===== src/rtl/frame_proc_fsm.sv =====
// ---------------------------------------------------------------------------
// frame_proc_fsm
//
// Frame sequencing state machine. A frame consists of four SOF header words,
// a payload that lasts as long as VALID stays high, one CRC cycle, four EOF
// trailer words and an eight-cycle inter-frame gap. Header and trailer words
// are addressed through an external 3-bit ROM address counter that this block
// advances (inc_rom) or clears (rst_rom).
//
// Ports
//   clk        in   1  clock, all state changes on the rising edge
//   rst        in   1  asynchronous active-high reset
//   valid      in   1  upstream payload available
//   rom_addr   in   3  current external ROM address
//   clr_crc    out  1  clear downstream CRC accumulator
//   crc_dv     out  1  current data word enters the CRC
//   inc_rom    out  1  advance external ROM address counter
//   rst_rom    out  1  clear external ROM address counter
//   tx_ack     out  1  payload word accepted (upstream pops one word)
//   frm_state  out  4  binary state code, for debug
// ---------------------------------------------------------------------------
module frame_proc_fsm (
    input  logic       clk,
    input  logic       rst,
    input  logic       valid,
    input  logic [2:0] rom_addr,
    output logic       clr_crc,
    output logic       crc_dv,
    output logic       inc_rom,
    output logic       rst_rom,
    output logic       tx_ack,
    output logic [3:0] frm_state
);

    localparam logic [3:0] ST_IDLE = 4'd0;
    localparam logic [3:0] ST_SOF  = 4'd1;
    localparam logic [3:0] ST_DATA = 4'd2;
    localparam logic [3:0] ST_CRC  = 4'd3;
    localparam logic [3:0] ST_EOF  = 4'd4;
    localparam logic [3:0] ST_IFG  = 4'd5;

    // Last ROM word of the header and of the trailer.
    localparam logic [2:0] SOF_LAST = 3'd3;
    localparam logic [2:0] EOF_LAST = 3'd7;
    localparam logic [2:0] GAP_LAST = 3'd7;

    logic [3:0] state;
    logic [3:0] state_nxt;
    logic [2:0] gap_cnt;

    // State register.
    always_ff @(posedge clk or posedge rst) begin
        if (rst) begin
            state <= ST_IDLE;
        end else begin
            state <= state_nxt;
        end
    end

    // Inter-frame gap counter: runs only while in IFG, so it is zero on entry.
    always_ff @(posedge clk or posedge rst) begin
        if (rst) begin
            gap_cnt <= 3'd0;
        end else if (state == ST_IFG) begin
            gap_cnt <= gap_cnt + 3'd1;
        end else begin
            gap_cnt <= 3'd0;
        end
    end

    // Next-state logic; unused encodings fall back to IDLE.
    always_comb begin
        state_nxt = ST_IDLE;
        case (state)
            ST_IDLE: begin
                if (valid) begin
                    state_nxt = ST_SOF;
                end else begin
                    state_nxt = ST_IDLE;
                end
            end
            ST_SOF: begin
                // The counter reaches 4 on the same edge we leave.
                if (rom_addr == SOF_LAST) begin
                    state_nxt = ST_DATA;
                end else begin
                    state_nxt = ST_SOF;
                end
            end
            ST_DATA: begin
                if (valid) begin
                    state_nxt = ST_DATA;
                end else begin
                    state_nxt = ST_CRC;
                end
            end
            ST_CRC: begin
                state_nxt = ST_EOF;
            end
            ST_EOF: begin
                if (rom_addr == EOF_LAST) begin
                    state_nxt = ST_IFG;
                end else begin
                    state_nxt = ST_EOF;
                end
            end
            ST_IFG: begin
                if (gap_cnt == GAP_LAST) begin
                    state_nxt = ST_IDLE;
                end else begin
                    state_nxt = ST_IFG;
                end
            end
            default: begin
                state_nxt = ST_IDLE;
            end
        endcase
    end

    // Output decode. rst_rom/clr_crc depend on the state register alone so
    // they cannot glitch with valid; only the payload strobes follow valid.
    always_comb begin
        clr_crc = 1'b0;
        crc_dv  = 1'b0;
        inc_rom = 1'b0;
        rst_rom = 1'b0;
        tx_ack  = 1'b0;
        case (state)
            ST_IDLE: begin
                rst_rom = 1'b1;
                clr_crc = 1'b1;
            end
            ST_SOF: begin
                inc_rom = 1'b1;
            end
            ST_DATA: begin
                tx_ack = valid;
                crc_dv = valid;
            end
            ST_CRC: begin
                inc_rom = 1'b0;
            end
            ST_EOF: begin
                inc_rom = 1'b1;
            end
            ST_IFG: begin
                rst_rom = 1'b1;
                clr_crc = 1'b1;
            end
            default: begin
                rst_rom = 1'b0;
            end
        endcase
    end

    assign frm_state = state;

endmodule


===== config.mk =====
export PLATFORM = sky130hd
export DESIGN_NAME = frame_proc_fsm
export DESIGN_NICKNAME = d
export VERILOG_FILES = /design/src/rtl/frame_proc_fsm.sv
export SDC_FILE = /design/constraint.sdc
export NUM_CORES = 1
export LEC_CHECK = 0
export ABC_AREA = 1
export CAP_MARGIN = 20
export CORE_AREA = 2 2 39 41
export CTS_BUF_LIST = sky130_fd_sc_hd__clkbuf_8
export DETAILED_ROUTE_END_ITERATION = 16
export DIE_AREA = 0 0 41 43
export GPL_TIMING_DRIVEN = 0
export HOLD_SLACK_MARGIN = 0.02
export PLACE_DENSITY_LB_ADDON = 0.25
export SETUP_SLACK_MARGIN = 0.5
export SYNTH_ARGS = -nofsm -noshare
export SYNTH_HDL_FRONTEND = slang
export SYNTH_SLANG_ARGS = --single-unit

===== constraint.sdc =====
create_clock -name clk -period 2.3 [get_ports clk]
set_input_delay 0.575 -clock clk [delete_from_list [all_inputs] [get_ports clk]]
set_output_delay 0.575 -clock clk [all_outputs]
set_load 0.02 [all_outputs]

==> Word-level counts from Yosys, hierarchy flattened <==
Index checks and enable logic that the tools add are counted.
{ "totals": {"reg_bits": 7, "input_bits": 6, "elab_cells": 24} }
{ "classes": {"n_addsub": 1, "eq_ne": 8, "n_mux": 10, "n_reduce_logical": 3} }
{ "ops": {"columns": ["op", "n"], "rows": [
  ["4-bit one-hot mux with 6 select lines", 1],
  ["4-bit by 2-bit == test with 1-bit output (second input constant)", 2],
  ["4-bit by 3-bit == test with 1-bit output (second input constant)", 2],
  ["3-bit == test (second input constant)", 2],
  ["1-bit 2-to-1 mux", 6],
  ["3-bit 2-to-1 mux", 2],
  ["4-bit by 1-bit == test with 1-bit output (second input constant)", 1],
  ["4-bit zero test", 1],
  ["2-bit OR reduction", 2],
  ["3-bit by 1-bit adder with 3-bit output (second input constant)", 1],
  ["3-bit by 2-bit == test with 1-bit output (second input constant)", 1],
  ["2-bit 2-to-1 mux", 1]
]} }

==> Depth between registers and ports, before layout <==
Gate-level depths: netlist (run 1).
{ "depth": {"depth_word": 3, "depth_mapped": 5, "ltp_nobuf": 5} }

==> Worst setup path before layout (run 1) <==
Ideal clock, no wire load.
{ "synth_path": {"kind": "reg-to-output", "start": "register state[0] (netlist: frm_state[0])", "end": "output port tx_ack", "arrival_time_ps": 1240, "t_required_ps": 1725, "slack_ps": 485, "path_stages_with_launch": 5, "path_cell_list": "dfrtp_1 inv_1 nand3_1 nor2_1 buf_4"} }
{ "synth_between": {"elab_chain_cells": 2} }
{ "synth_lines": {"columns": ["item", "line", "rtl"], "rows": [
  ["from (decl)", "47", "logic [3:0] state;"],
  ["from (signal assigned)", "56", "state <= state_nxt;"],
  ["4-bit by 2-bit == test with 1-bit output", null, null],
  ["1-bit 2-to-1 mux", null, null],
  ["to (decl)", "31", "output logic tx_ack,"]
]} }
Every way passes these cells.

==> Final worst setup path (run 1) <==
{ "layout_path": {"start": "register state[1] (netlist: frm_state[1])", "end": "output port rst_rom"} }
{ "layout_between": {"elab_chain_cells": 3} }
{ "layout_lines": {"columns": ["item", "line", "rtl"], "rows": [
  ["4-bit by 3-bit == test with 1-bit output / 4-bit zero test (equally long branches)", "128", "case (state)"],
  ["2-bit OR reduction (no source line) (*)", null, null],
  ["1-bit 2-to-1 mux (*)", "128", null],
  ["to (decl)", "30", "output logic rst_rom,"]
]} }
Every way passes the cells marked *; elsewhere a longest branch is shown, timed or not.

==> results of run 1 <==
-- placed cells by master (no fill, tap or decap), types with 2 or more instances in the layout --
master           netlist  routed
dfrtp_2                0       3
inv_1                  7       7
clkdlybuf4s50_1        0       4
buf_2                  0       3
nand2_1                8       8
clkbuf_8               0       3
dfrtp_1                6       3
buf_4                  3       3
nand3_1                4       3
nor2_2                 1       2
ha_1                   2       2
dlygate4sd2_1          0       4
nor2_1                 7       6
-- metal layers --
metal	vias to the layer above	global-route usage, %	share of wire (%)
met5	-	0	0
met1	130	12.5	45
met2	13	13.4	42
met3	3	3.14	8.9
li1	169	-	-
met4	0	10.0	3.7
-- worst paths after layout --
path	depth (start not counted)	slack, ps	to
worst max-delay path	5	510	rst_rom
worst max register to register	5	1240	frm_state[0]$_DFF_PP0_
max in group asynchronous	2	1530	frm_state[1]$_DFF_PP0_
min in group asynchronous	2	570	gap_cnt[1]$_DFF_PP0_
worst min register to register	1	440	gap_cnt[0]$_DFF_PP0_
worst min-delay path	1	440	gap_cnt[0]$_DFF_PP0_
-- power groups by stage --
stage                     Combinational (mW)  Sequential [mW]  Clock [mW]
after floorplan                        0.182            0.186           0
after global placement                 0.342            0.170           0
after detailed placement               0.343            0.170           0
after CTS                              0.305            0.169       0.160
after global routing                   0.336            0.180       0.164
final                                  0.298            0.177       0.155
-- registers in the layout, indices dropped and copies added (netlist names) --
signal	count
gap_cnt	3
frm_state	3
-- per-stage QoR --
stage | total power, mW | std cells
after floorplan | 0.367 | 45
after global placement | 0.512 | 74
after detailed placement | 0.513 | 74
after CTS | 0.634 | 77
after global routing | 0.679 | 77
final | 0.629 | 77
-- area by class of cell --
type | count | share of cell area (%)
buffer | 3 | 4.17
sequential | 6 | 28.5
inverter | 8 | 5.56
tap | 16 | 3.70
timing repair buffer | 13 | 19.7
multi-input combinational | 28 | 30.8
clock buffer | 3 | 7.64
-- logic make-up after synthesis --
logic type	after synthesis	synth area share, %
other cells	1	1.06
fa+ha+maj	2	7.07
simple gates	23	31.1
buf+inv	11	14.8
flops	6	42.4
compound gates	2	3.53
-- repair_timing --
item / CTS / global route
pin swaps: 1 / 0
buffers inserted: 0 / 0
setup endpoints to repair: 8 / 4
gates resized for setup: 23 / 7
==> out/metrics.yaml, run 1 <==
fin_ws_ps: 510
crit_family: "flip-flops"
yosysTopAreaCellShare_pct: 42.4
clk_path_buf_depth: 2
path_buf_inv: 2
cp.required_ps: 1730
wl_per_cell_um: 8.74
regArea_um2: 154
outcome: "completed"
dp_worst_setup_slack_ps: -202
drc: 0
dieWidth_um: 41
drv_slew: 0
synth_nets: 53
worstHoldStart: "gap_cnt[0]$_DFF_PP0_"
finalHoldViolCount: 0
clk_pin_slew_ps: 30
dr.pass1.iters: 4
via_per_inst: 4.09
p_sw_share_pct: 41.7
cts_tree: "yes"
synth_area_um2: 354
multi_input_area_um2: 166
p_per_area_mw_per_mm2: 1160
drt-total-wl_um: 673
post-route-period-util_pct: 77.8
yosys_warnings: 0
r2r_start: "gap_cnt[0]$_DFF_PP0_"
cts_sinks: 6
dieArea_mm2: 0.00176
dp_hpwl_um: 531
finalSetupTns_ps: 0
power.switching_mw: 0.262
grt_pass1_wl_um: 1160
grt_max_degree: 7
intPower_mw: 0.367
grt_usage_pct: 10.3
seq_power_share_pct: 28.1
coreArea_mm2: 0.00138
max_stage_delay_ps: 440
fin_area_um2: 541
synth_cell_types: 15
grt_pass1_vias: 284
yosysMostFrequentCell: "nand2_1"
utilization_pct: 39.1
path_cells: "nor2_1 > nand2_1 > nand2_1 > buf_4 > buf_2"
synth-seq-area-share_pct: 42.4
drive_above_1_share_pct: 32.8
fin_nets: 71
avgSynthCellArea_um2: 7.87
endpoint_kind: "output port"
whs_ps: 439
drt_iter0_markers: 6
slowest_stage: "dfrtp_2"
synth_cells: 45
n_fill_cell: 156
numCtsBuffers: 3
num_rows: 14
arrival_ps: 1210
gp_congestion: 0.705
crit_path_start: "frm_state[1]$_DFF_PP0_"
n_antenna_cell: 0
cts_hold_buf: 0
yosys.area.top_type: "dfrtp_1"
synth_commonest_cells: "nand2_1, inv_1, nor2_1"
critPathMaxFanout: 6
combinationalPowerShare_pct: 47.3
ant_nets: 0
synth_ff_type: "dfrtp_1"
setup_violations: 0
dieHeight_um: 43
worstSkewPairLatency_ps: 220
h-tree-depth: 1
ir_drop_v: 0.000408
postSynth.asyncResetShare_pct: 100
fmax_mhz: 559
clockPowerShare_pct: 24.6
io_pins: 15
area_growth_pct: 52.6
cap_violations: 0
worstSetupStartpointType: "flip-flop"
antenna_found_initial: 0
min_path_type: "flip-flop to flip-flop"
vias: 315
p_leak_nw: 0.286
fin_crit_ps: 1790
start_util_pct: 25.6
root_buffer: "clkbuf_8"
port_buffers: 13
synth_seq_cells: 6
crit_path_frequent_cell: "nand2_1"
critical_path_class: "flip-flop to output port"
post_dp_cell_area_um2: 507
fin_skew_ps: 1.64
ys_top_cells_by_area: "dfrtp_1, nand2_1, inv_1, nor2_1, ha_1"
grt_setup_unrepaired: "true"
synth_edf_count: 0
gr-total-overflow: 0
Note: power is estimated with default switching activity, not from simulation.
==> run 2, diff against run 1 <==
clock period = 1.5 ns   (was 2.3 ns; I/O delays follow)
==> out/metrics.yaml, run 2 (synthesis gave the netlist of run 1 again) <==
outcome: "complete, but fails checks"
failed_checks: "setup timing"
vias: 373  # +18%
area_growth_pct: 117
fin_ws_ps: -64.4  # -575 ps
dieHeight_um: 43  # unchanged
path_cells: "nor3_4 > inv_2 > nand2_2 > buf_6"
dp_hpwl_um: 538  # +1.3%
post_dp_cell_area_um2: 544  # +7.4%
final_cell_mix: "buf_6, buf_4, inv_2, nor2_1"
ff2ff_path_depth: 7  # +2
grt_pass1_vias: 382  # +35%
antenna_found_initial: 0  # unchanged
grt_pass1_wl_um: 1590  # +37%
fin_crit_ps: 1560
multi_input_area_um2: 236  # +42%
crit_family: "flip-flops"
cap_violations: 0  # unchanged
busiest_layer: "met2"
drv_slew: 0  # unchanged
post-route-period-util_pct: 104
regArea_um2: 154  # unchanged
io_pins: 15  # unchanged
grt_max_degree: 7  # unchanged
clk_path_buf_depth: 2  # unchanged
grtUsageMet2_pct: 21.9  # +8.4 points
h-tree-depth: 1  # unchanged
dieWidth_um: 41  # unchanged
fmax_mhz: 639
grt_setup_unrepaired: "true"
numCtsBuffers: 3  # unchanged
fin_skew_ps: 1.70  # +0.0643 ps
via_per_inst: 4.14  # +1.3%
cts_sinks: 6  # unchanged
cp.required_ps: 1120  # -610 ps
num_rows: 14  # unchanged
coreArea_mm2: 0.00138  # unchanged
p_leak_nw: 0.360  # +26%
p_per_area_mw_per_mm2: 1930  # +66%
port_buffers: 13  # unchanged
dieArea_mm2: 0.00176  # unchanged
r2r_start: "frm_state[1]$_DFF_PP0_"
fin_nets: 83  # +17%
gr-total-overflow: 0  # unchanged
dr.pass1.iters: 2  # -2
path_buf_inv: 2  # unchanged
finalHoldViolCount: 0  # unchanged
slowest_stage: "dfrtp_2"
wl_per_cell_um: 10.6  # +22%
root_buffer: "clkbuf_8"
fin_area_um2: 769  # +42%
start_util_pct: 25.6  # unchanged
gp_congestion: 0.704  # -0.14%
grt_usage_pct: 13.7  # +3.4 points
min_path_type: "input port to async pin"
ir_drop_v: 0.000795  # +95%
endpoint_kind: "output port"
critPathMaxFanout: 6  # unchanged
drc: 0  # unchanged
n_antenna_cell: 0  # unchanged
drt_iter0_markers: 1  # -5
grt_util_met1_pct: 15.5  # +3.1 points
drive_above_1_share_pct: 64.9  # +32 points
worstSkewPairLatency_ps: 220  # about the same
n_fill_cell: 133  # -15%
drt-total-wl_um: 956  # +42%
worstReg2RegEnd: "frm_state[1]$_DFF_PP0_"
ant_nets: 0  # unchanged
dp_worst_setup_slack_ps: -577  # -375 ps
cts_tree: "yes"
final_common_cell: "buf_6"
arrival_ps: 1190  # -20 ps
worstSetupStartpointType: "flip-flop"
setup_violations: 3  # +3
rrSetupSlack_ps: 120  # -1120 ps
clk_pin_slew_ps: 40  # about the same
critical_path_class: "flip-flop to output port"
max_stage_delay_ps: 480  # +40 ps
cts_hold_buf: 0  # unchanged
gr-usage-met3_pct: 1.57  # -1.6 points
run 2: cell count changes in the layout (fill, tap and decap cells not counted), moves of 3 or more:
cell           delta
buf_6            +15
buf_4             +4
inv_1             -4
inv_2             +4
nand2_1           -4
buf_2             -3
dlygate4sd2_1     -3
nand2_2           +3
run 2: metrics by stage:
step	instances	power [mW]	hold slack (ps)	utilization, %	TNS, ps
after floorplan	45	0.625	166	-	0
after global placement	74	0.844	431	39.3	-1930
after detailed placement	74	0.848	436	39.3	-1960
after CTS	88	1.41	367	52.3	-123
after global routing	90	1.59	393	55.6	-323
final	90	1.49	364	55.6	-175
run 2: how the worst max path moves through the flow:
stage | endpoint | startpoint | slack [ps] | cells after the start
2_1_floorplan | tx_ack | frm_state[0]$_DFF_PP0_ | 150 | 4
3_5_place_dp | tx_ack | valid | -580 | 5
3_3_place_gp | tx_ack | valid | -570 | 5
6_report | inc_rom | frm_state[1]$_DFF_PP0_ | -60 | 4
5_1_grt | tx_ack | frm_state[2]$_DFF_PP0_ | -100 | 5
4_1_cts | inc_rom | frm_state[1]$_DFF_PP0_ | -50 | 4
run 2: power by group:
part | internal, mW | total, mW | switching (mW)
registers | 0.211 | 0.303 | 0.0920
clock network | 0.176 | 0.245 | 0.0693
logic | 0.535 | 0.941 | 0.405
run 2: per-layer routing:
metal | wire length, um | share of wire (%) | up-vias
met2 | 555 | 58 | 11
met5 | 0 | 0 | -
met3 | 45 | 4.7 | 0
li1 | - | - | 192
met4 | 0 | 0 | 0
met1 | 356 | 37 | 170
run 2: timing repair:
action                                  4_1_cts  5_1_grt
resized for setup                            61        9
buffers inserted                             10        2
pin swaps                                     7        1
endpoints found under the setup margin       11       12
run 2: cell type report:
cell class	instances	share of cell area, %
clock inverter	1	0.488
multi-input combinational	28	30.7
clock buffer	3	5.37
tap	16	2.60
inverter	8	4.23
timing repair buffer	25	32.7
sequential	6	20.0
buffer	3	3.90
==> run 3, diff against run 2 <==
PLACE_DENSITY = 0.57   (was unset)
PLACE_DENSITY_LB_ADDON = unset   (was 0.25)
==> out/metrics.yaml, run 3 (synthesis gave the netlist of run 1 again) <==
fmax_mhz: 643  # +0.64%
min_path_type: "input port to async pin"
grt_setup_unrepaired: "true"
utilization_pct: 58.8  # +3.2 points
worstSkewPairLatency_ps: 220  # about the same
cts_sinks: 6  # unchanged
arrival_ps: 1180  # about the same
numCtsBuffers: 3  # unchanged
dieWidth_um: 41  # unchanged
grt_pass1_wl_um: 1640  # +3.1%
final_cell_mix: "buf_6, buf_4"
grt_usage_pct: 14.2  # +0.53 points
wl_per_cell_um: 11.7  # +10%
drc: 0  # unchanged
failed_checks: "setup timing"
dieArea_mm2: 0.00176  # unchanged
dieHeight_um: 43  # unchanged
antenna_found_initial: 0  # unchanged
clk_pin_slew_ps: 40  # about the same
coreArea_mm2: 0.00138  # unchanged
grt_max_degree: 7  # unchanged
finalHoldViolCount: 0  # unchanged
dr.pass1.iters: 4  # +2
fin_ws_ps: -54.5  # +9.99 ps
rrSetupSlack_ps: 20  # -100 ps
finalSetupTns_ps: -210  # -35.2 ps
grt_pass1_vias: 401  # +5.0%
p_per_area_mw_per_mm2: 1950  # +0.95%
start_util_pct: 25.6  # unchanged
setup_violations: 5  # +2
drive_above_1_share_pct: 67.9  # +3.0 points
clk_path_buf_depth: 2  # unchanged
h-tree-depth: 1  # unchanged
final_common_cell: "buf_6"
outcome: "complete, but fails checks"
worstSetupStartpointType: "flip-flop"
drv_slew: 0  # unchanged
drt_iter0_markers: 13  # +12
fin_skew_ps: 4.32  # +2.62 ps
dpl.cell_count: 74  # unchanged
vias: 414  # +11%
n_antenna_cell: 0  # unchanged
fin_crit_ps: 1550  # -9.99 ps
area_growth_pct: 130
cts_tree: "yes"
critical_path_class: "flip-flop to output port"
cap_violations: 0  # unchanged
port_buffers: 13  # unchanged
post-route-period-util_pct: 104  # -0.67 points
root_buffer: "clkbuf_8"
cts_hold_buf: 0  # unchanged
p_leak_nw: 0.393  # +9.3%
gr-total-overflow: 0  # unchanged
io_pins: 15  # unchanged
cp.required_ps: 1120  # about the same
ir_drop_v: 0.000700  # -12%
power.total_mw: 1.59  # +6.7%
num_rows: 14  # unchanged
via_per_inst: 4.27  # +3.0%
ant_nets: 0  # unchanged
endpoint_kind: "output port"
drt-total-wl_um: 1140  # +19%
critPathMaxFanout: 4  # -2
fin_nets: 90  # +8.4%
gp_congestion: 0.670  # -4.7%
dp_hpwl_um: 552  # +2.6%
final_cells: 97  # +7.8%
-- run 3: path summary, 6_finish.rpt --
path | from | endpoint | depth (start not counted)
max reg2reg | frm_state[0]$_DFF_PP0_ | frm_state[1]$_DFF_PP0_ | 9
max in group asynchronous | rst | frm_state[2]$_DFF_PP0_ | 2
max | frm_state[0]$_DFF_PP0_ | rst_rom | 5
min in group clk | gap_cnt[0]$_DFF_PP0_ | gap_cnt[0]$_DFF_PP0_ | 1
min reg2reg | gap_cnt[0]$_DFF_PP0_ | gap_cnt[0]$_DFF_PP0_ | 1
min | rst | gap_cnt[2]$_DFF_PP0_ | 2
-- run 3: cell type report --
type | count | area (um2)
inverter | 8 | 35.0
multi-input combinational | 28 | 224
fill | 104 | 571
buffer | 3 | 30.0
timing repair buffer | 32 | 305
tap | 16 | 20.0
clock inverter | 1 | 3.75
clock buffer | 3 | 41.3
sequential | 6 | 154
-- run 3: per-layer routing --
| metal | share of wire, % | GRT usage (%) | vias to the layer above |
|---|---|---|---|
| li1 | - | - | 212 |
| met1 | 35 | 12.3 | 188 |
| met2 | 61 | 26.6 | 14 |
| met3 | 4.2 | 3.14 | 0 |
| met4 | 0 | 8.00 | 0 |
| met5 | 0 | 0 | - |
-- run 3: report_power, final --
part,switching [mW],total [mW],internal [mW],leakage [nW]
sequential,0.0804,0.291,0.211,0.0750
clock,0.0672,0.243,0.176,0.0269
combinational,0.450,1.05,0.604,0.292
-- run 3: through the flow --
step | hold WS [ps] | setup slack [ps] | cell area, um2
final | 367 | -54.5 | 813
after CTS | 369 | -21.9 | 731
after detailed placement | 444 | -572 | 544
after global placement | 428 | -578 | 544
after floorplan | 166 | 149 | 394
after global routing | 394 | -122 | 813
-- run 3: timing repair --
| action | CTS | global route |
|---|---|---|
| buffers inserted | 13 | 6 |
| gates resized for setup | 53 | 16 |
| setup endpoints to repair | 11 | 14 |
| pin swaps | 9 | 6 |
-- run 3: critical path, stage by stage (launching register included) --
cell and delay [ps]:
dfrtp_2 450, nor2_2 160, nand2_2 100, nand2_4 70, buf_6 90, buf_6 100
